## src/rtl/fpu_pkg.sv

```systemverilog
// Shared encodings for the FPU issue controller: request opcodes, FPU control codes, canonical NaN.
// No logic beyond a pure legality/decode helper.
// No flow control here.
package fpu_pkg;

    localparam logic [2:0] OP_ADD  = 3'b000;
    localparam logic [2:0] OP_SUB  = 3'b001;
    localparam logic [2:0] OP_MUL  = 3'b010;
    localparam logic [2:0] OP_DIV  = 3'b011;
    localparam logic [2:0] OP_SQRT = 3'b100;

    localparam logic [1:0] FPU_ADDSUB = 2'b00;
    localparam logic [1:0] FPU_MUL    = 2'b01;
    localparam logic [1:0] FPU_DIV    = 2'b10;
    localparam logic [1:0] FPU_SQRT   = 2'b11;

    localparam logic [31:0] CANON_NAN = 32'h7FC0_0000;

    typedef enum logic [1:0] {
        ST_IDLE = 2'd0,
        ST_EXEC = 2'd1,
        ST_DONE = 2'd2
    } state_t;

    function automatic logic op_is_legal(input logic [2:0] op);
        return op <= OP_SQRT;
    endfunction

    function automatic logic [1:0] op_to_ctrl(input logic [2:0] op);
        case (op)
            OP_MUL:  return FPU_MUL;
            OP_DIV:  return FPU_DIV;
            OP_SQRT: return FPU_SQRT;
            default: return FPU_ADDSUB;
        endcase
    endfunction

endpackage

```

## src/rtl/fpu_issue_ctrl.sv

```systemverilog
// Registers one FP op onto the combinational FPU, holds it LAT_op cycles, then captures the result.
// Latency: rsp_valid rises LAT_op edges after accept (1 edge for illegal ops); optional FPU_PERF_CNT_EN counters.
// Backpressure: result held until rsp_ready; a new op is accepted in the same cycle the result retires.
module fpu_issue_ctrl
    import fpu_pkg::*;
#(
    parameter int LAT_ADD  = 1,
    parameter int LAT_MUL  = 2,
    parameter int LAT_DIV  = 8,
    parameter int LAT_SQRT = 8,
    parameter int CNT_W    = 4
) (
    input  logic        clk,
    input  logic        rst_n,
    input  logic        flush,
    input  logic        req_valid,
    output logic        req_ready,
    input  logic [2:0]  req_op,
    input  logic [31:0] req_rs1,
    input  logic [31:0] req_rs2,
    input  logic [4:0]  req_rd,
    output logic [31:0] fpu_rs1,
    output logic [31:0] fpu_rs2,
    output logic [1:0]  fpu_control,
    output logic        fpu_sel,
    input  logic [31:0] fpu_result,
    output logic        rsp_valid,
    input  logic        rsp_ready,
    output logic [31:0] rsp_data,
    output logic [4:0]  rsp_rd,
    output logic        rsp_illegal,
    output logic        busy
`ifdef FPU_PERF_CNT_EN
    ,
    output logic [31:0] perf_ops,
    output logic [31:0] perf_stall
`endif
);

    state_t           state, state_nxt;
    logic [CNT_W-1:0] cnt;
    logic             accept;
    logic             req_legal;

    function automatic logic [CNT_W-1:0] hold_cycles(input logic [2:0] op);
        case (op)
            OP_MUL:  return CNT_W'(LAT_MUL - 1);
            OP_DIV:  return CNT_W'(LAT_DIV - 1);
            OP_SQRT: return CNT_W'(LAT_SQRT - 1);
            default: return CNT_W'(LAT_ADD - 1);
        endcase
    endfunction

    assign req_ready = !flush && (state == ST_IDLE || (state == ST_DONE && rsp_ready));
    assign accept    = req_valid && req_ready;
    assign req_legal = op_is_legal(req_op);
    assign rsp_valid = (state == ST_DONE);
    assign busy      = (state != ST_IDLE);

    always_ff @(posedge clk) begin
        if (!rst_n) state <= ST_IDLE;
        else        state <= state_nxt;
    end

    always_comb begin
        state_nxt = state;
        case (state)
            ST_IDLE: if (accept) state_nxt = req_legal ? ST_EXEC : ST_DONE;
            ST_EXEC: if (cnt == '0) state_nxt = ST_DONE;
            ST_DONE: begin
                if (accept)         state_nxt = req_legal ? ST_EXEC : ST_DONE;
                else if (rsp_ready) state_nxt = ST_IDLE;
            end
            default: state_nxt = ST_IDLE;
        endcase
        if (flush) state_nxt = ST_IDLE;
    end

    // FPU inputs move only on a legal accept so the multicycle paths see stable operands.
    always_ff @(posedge clk) begin
        if (!rst_n) begin
            cnt         <= '0;
            fpu_rs1     <= '0;
            fpu_rs2     <= '0;
            fpu_control <= FPU_ADDSUB;
            fpu_sel     <= 1'b0;
            rsp_data    <= '0;
            rsp_rd      <= '0;
            rsp_illegal <= 1'b0;
        end else if (flush) begin
            cnt <= '0;
        end else if (accept) begin
            rsp_rd <= req_rd;
            if (req_legal) begin
                fpu_rs1     <= req_rs1;
                fpu_rs2     <= (req_op == OP_SQRT) ? 32'h0 : req_rs2;
                fpu_control <= op_to_ctrl(req_op);
                fpu_sel     <= (req_op == OP_SUB);
                cnt         <= hold_cycles(req_op);
                rsp_illegal <= 1'b0;
            end else begin
                cnt         <= '0;
                rsp_data    <= CANON_NAN;
                rsp_illegal <= 1'b1;
            end
        end else if (state == ST_EXEC) begin
            if (cnt == '0) rsp_data <= fpu_result;
            else           cnt      <= cnt - 1'b1;
        end
    end

`ifdef FPU_PERF_CNT_EN
    always_ff @(posedge clk) begin
        if (!rst_n) begin
            perf_ops   <= '0;
            perf_stall <= '0;
        end else begin
            if (rsp_valid && rsp_ready) perf_ops   <= perf_ops + 32'd1;
            if (req_valid && !req_ready) perf_stall <= perf_stall + 32'd1;
        end
    end
`endif

endmodule

```

## config.mk

```make
export PLATFORM = sky130hd
export DESIGN_NAME = fpu_issue_ctrl
export DESIGN_NICKNAME = d
export VERILOG_FILES = /design/src/rtl/fpu_pkg.sv /design/src/rtl/fpu_issue_ctrl.sv
export SDC_FILE = /design/constraint.sdc
export NUM_CORES = 1
export LEC_CHECK = 0
export CAP_MARGIN = 20
export CORE_ASPECT_RATIO = 1.2
export CORE_UTILIZATION = 40
export DETAILED_ROUTE_END_ITERATION = 8
export MAX_ROUTING_LAYER = met4
export PLACE_DENSITY = 0.82
export SYNTH_ARGS = -nofsm -noshare
export SYNTH_HDL_FRONTEND = slang
export SYNTH_SLANG_ARGS = --single-unit
```

## constraint.sdc

```tcl
create_clock -name clk -period 1.6 [get_ports clk]
set_input_delay 0.24 -clock clk [delete_from_list [all_inputs] [get_ports clk]]
set_output_delay 0.24 -clock clk [all_outputs]
set_load 0.05 [all_outputs]
```

# == Word-level counts from Yosys, hierarchy flattened ==
# Index checks and enable logic that the tools add are counted.
# classes
n_lt_le_gt_ge,1
bitwise_logic,2
reduce_logical,17
n_eq_ne,11
add_sub_neg,1
multipliers,0
shifts,0
n_mux,18
n_div,0
# op_table
operator,count
32-bit 2-to-1 mux,5
4-bit 2-to-1 mux,4
2-bit one-hot mux with 3 select lines,2
2-bit 2-to-1 mux,5
2-bit inequality test (second input constant),4
3-bit by 2-bit == test with 1-bit output (second input constant),2
3-bit one-hot mux with 2 select lines,1
3-bit AND reduction,2
2-bit nonzero test,3
4-bit zero test,1
2-bit AND reduction,2
4-bit AND reduction,1
2-bit OR reduction,2
4-bit by 1-bit subtractor with 4-bit output (second input constant),1
3-bit by 1-bit == test with 1-bit output (second input constant),1
3-bit == test (second input constant),1
3-bit <= comparator (second input constant),1
1-bit logical AND,3
3-bit by 1-bit inequality test with 1-bit output (second input constant),1
2-bit by 1-bit == test with 1-bit output (second input constant),1
2-bit == test (second input constant),1
2-bit zero test,1
1-bit inverter,2
1-bit zero test,1
2 further kinds,2
# word_totals
ff_bits,111
ramBits,0
latch_bits,0
word_cells,59
n_memories,0
rom_bits,0

# == Depth between registers and ports, before layout ==
# logic_depth
word_depth,7
depth_mapped,7

# == Worst setup path after synthesis ==
# Ideal clock, no wire load.
# synth_path
kind,register to register
from,register cnt[0]
to,register cnt[0]
arrival_time_ns,1.407
path_stages_with_launch,7
path_buffers,0
setup_time_ns,0.086
path_slack_ns,0.108
required_time_ns,1.514
path_cell_list,dfxtp_1 inv_1 ha_1 or3b_1 and2_1 xnor2_1 a211oi_1
# synth_via
elab_chain_len,4
elab_cells_between_ends,7
classes_between,add/sub: 1; eq/ne: 1; mux: 3; reduce/logical: 2
# synth_lines
element,line_no,rtl
from (decl),fpu_issue_ctrl.sv:41,logic [CNT_W-1:0] cnt;
from (signal assigned),fpu_issue_ctrl.sv:99,cnt <= hold_cycles(req_op);
from (signal assigned),fpu_issue_ctrl.sv:108,else cnt <= cnt - 1'b1;
4-bit by 1-bit subtractor with 4-bit output,fpu_issue_ctrl.sv:108,
4-bit 2-to-1 mux,fpu_issue_ctrl.sv:107,if (cnt == '0) rsp_data <= fpu_result;
4-bit 2-to-1 mux,fpu_issue_ctrl.sv:106,end else if (state == ST_EXEC) begin
4-bit 2-to-1 mux,fpu_issue_ctrl.sv:92,end else if (accept) begin
# Several ways; a longest one is shown, not always the timed one. The select of a mux whose other input is x is not followed.
# A chain may end at the register's enable or synchronous reset.

# == Worst setup path in the final report ==
# Same ends and word-level chain as after synthesis.

==> flow_summary.json <==
{
  "status": "finished clean",
  "power.share.switching_pct": 27.2,
  "p_int_mw": 4.42,
  "routed-wl-met3_um": 878,
  "maxSlewViolCount": 0,
  "synth_top_family_by_area": "simple AND/OR/NAND/NOR gates",
  "antenna_cells": 0,
  "cpMaxStageDelayCell": "or3b_1",
  "synth-edff-count": 0,
  "area_growth_pct": 58.2,
  "die_x_um": 96.2,
  "final_cell_mix": "buf_4 (121), dfxtp_1 (109), nand2_1 (108)",
  "drtIter0Drc": 153,
  "drive_above_1_share_pct": 24.7,
  "drt-wirelength-per-cell_um": 15.0,
  "seqPwrFrac_pct": 47.8,
  "hp-class": "in -> reg",
  "grt_pass1_wl_um": 17600,
  "fmax_ghz": 0.655,
  "critPathCaptureType": "register",
  "synthAdderAreaFrac_pct": 0.294,
  "finalCriticalPeriod_ns": 1.53,
  "nFillCells": 807,
  "cts-root-buf": "clkbuf_16",
  "ys_ff_latch": 111,
  "startpoint_type": "register",
  "dr.pass1.iters": 4,
  "io_buffers": 216,
  "final_antenna_net_count": 0,
  "peakVddDrop_mv": 0.426,
  "p_comb_share_pct": 19.0,
  "io_pins": 217,
  "start_util_pct": 41.9,
  "muxShareOfSynthArea_pct": 7.52,
  "synth_cell_type_count": 45,
  "syn_avg_cell_area_sq_um": 9.65,
  "vias": 3981,
  "utilization_pct": 66.3,
  "final_area_sq_um": 6740,
  "core_area_sq_um": 10200,
  "dp_hpwl_um": 8640,
  "p_leak_nw": 2.77,
  "yosys.area_share.simple_pct": 17.3,
  "die-area_sq_um": 11100,
  "synth_area_sq_um": 4260,
  "cp_data_arrival_time_ns": 1.78,
  "cts_inserted_buffers": 9,
  "worstMarginPinSlew_ns": 0.350,
  "final_common_cell": "buf_4",
  "routedLengthMet1_um": 4930,
  "finalCritPeriodShare_pct": 95.4,
  "routed.top_layer": "met4",
  "cts_tree": "built",
  "grt_overflow": 0,
  "num_rows": 40,
  "globalplace.congestion": 0.810,
  "syn-num-nets": 551,
  "synth_compound_area_share_pct": 17.1,
  "critPathKind": "reg -> reg",
  "syn_inst": 441,
  "max-clock-path-buffers": 2,
  "maxCapViolCount": 0,
  "slowest_delay_ns": 0.37,
  "p_per_area_nw_per_um2": 902,
  "antenna_found_initial": 0,
  "grt_max_degree": 92,
  "maxSlewHeadroom_pct": 76.7,
  "avgViaCountPerCell": 5.05,
  "setup_viol": 0,
  "finClkSkew_ns": 0.00606,
  "finalHoldViolCount": 0,
  "path_cells": "inv_1, ha_1, or3b_1, and2_4, xnor2_1, a211oi_1",
  "cts.sinks": 111,
  "route.met2.wl_um": 5870,
  "synth_seq_area_share_pct": 52.2,
  "cpLargestDelayFamily": "simple AND/OR/NAND/NOR gates",
  "ys_warn_count": 0,
  "cp.required_ns": 1.85,
  "power.clock.fraction_pct": 33.2,
  "synth_xor_area_share_pct": 0.617,
  "place_area_sq_um": 6360,
  "grt_pass1_vias": 3757,
  "cts_max_level": 3,
  "chipHeight_um": 115,
  "ys.flop_type": "dfxtp_1",
  "total_power_mw": 6.07,
  "critPathMaxFanout": 3,
  "fin_nets": 769,
  "drc": 0,
  "p_sw_mw": 1.65,
  "clk_pin_slew_ns": 0.07,
  "path_buf_inv": 1,
  "drt_wl_total_um": 11900,
  "synth_async_sr_flop_share_pct": 0,
  "track_usage_pct": 21.2,
  "clk_latency_ns": 0.34
}
-- path summary, 6_finish.rpt --
kind,from,endpoint,slack [ns],cells after the start
worst min register to register,fpu_rs1[28]$_SDFFE_PN0P_,fpu_rs1[28]$_SDFFE_PN0P_,0.45,2
worst min-delay path,rst_n,fpu_control[1]$_SDFFE_PN0P_,0.25,2
worst max register to register,cnt[0]$_SDFFE_PP0P_,cnt[0]$_SDFFE_PP0P_,0.07,6
worst max-delay path,cnt[0]$_SDFFE_PP0P_,cnt[0]$_SDFFE_PP0P_,0.07,6
-- synth_stat cells (all sizes together) (3+ instances only) --
cell	n	area (sq um)
a21boi	40	300
nand3	27	140
nand2	108	405
inv	3	11.3
buf	18	139
a22o	32	280
and2	3	18.8
mux2i	32	320
nand2b	3	18.8
nor2	6	30.0
o21ai	13	68.8
clkbuf	17	63.8
dfxtp	111	2220
-- per-layer routing --
| metal | up-vias | track usage [%] |
|---|---|---|
| met5 | - | - |
| met2 | 144 | 34.9 |
| met4 | 0 | 6.47 |
| li1 | 1945 | - |
| met3 | 14 | 5.89 |
| met1 | 1878 | 24.9 |
-- state kept, by name, indices dropped and copies added, names as in the netlist --
signal / count
fpu_rs1: 32
fpu_rs2: 32
rsp_data: 32
rsp_rd: 5
cnt: 4
fpu_control: 2
state: 2
fpu_sel: 1
rsp_illegal: 1
-- logic make-up (layout without fill, tap and decap cells) --
logic type | after synthesis | after routing
xor gates and xnor gates | 3 | 3
adders and majority gates | 1 | 1
buffers and inverters | 38 | 260
DFF | 111 | 111
AOI/OAI and AO/OA | 94 | 94
and+or+nand+nor | 162 | 162
muxes | 32 | 32
-- stage by stage --
stage	setup WS [ns]	setup TNS [ns]	hold slack [ns]	std cells
floorplan	0.108	0	0.365	441
global route	-0.00214	-0.00214	0.235	789
finish	0.0743	0	0.249	789
global placement	-0.298	-24.76	0.441	770
detailed placement	-0.345	-27.59	0.447	770
CTS	0.0217	0	0.239	785
-- power groups by stage --
stage	clock, mW	combinational [mW]	sequential, mW
floorplan	0	0.303	3.27
global placement	0	1.12	2.96
finish	2.02	1.15	2.90
CTS	2.08	1.14	2.90
detailed placement	0	1.13	2.97
global route	2.19	1.22	2.92
-- timing repair --
item | CTS | global route
endpoints found under the setup margin | 4 | 17
cloned | 0 | 3
setup buffers | 0 | 1
pin swaps | 0 | 1
gates resized for setup | 3 | 7
hold buffers | 0 | 0
-- area by class of cell --
class | instances | area, sq um | area share, %
Inverter | 3 | 11.3 | 0.167
Sequential cell | 111 | 2220 | 33.0
Clock inverter | 6 | 38.8 | 0.576
Tap cell | 126 | 158 | 2.34
Timing Repair Buffer | 242 | 2240 | 33.2
Clock buffer | 9 | 225 | 3.34
Multi-Input combinational cell | 292 | 1840 | 27.3
Note: power is estimated with default switching activity, not from simulation.
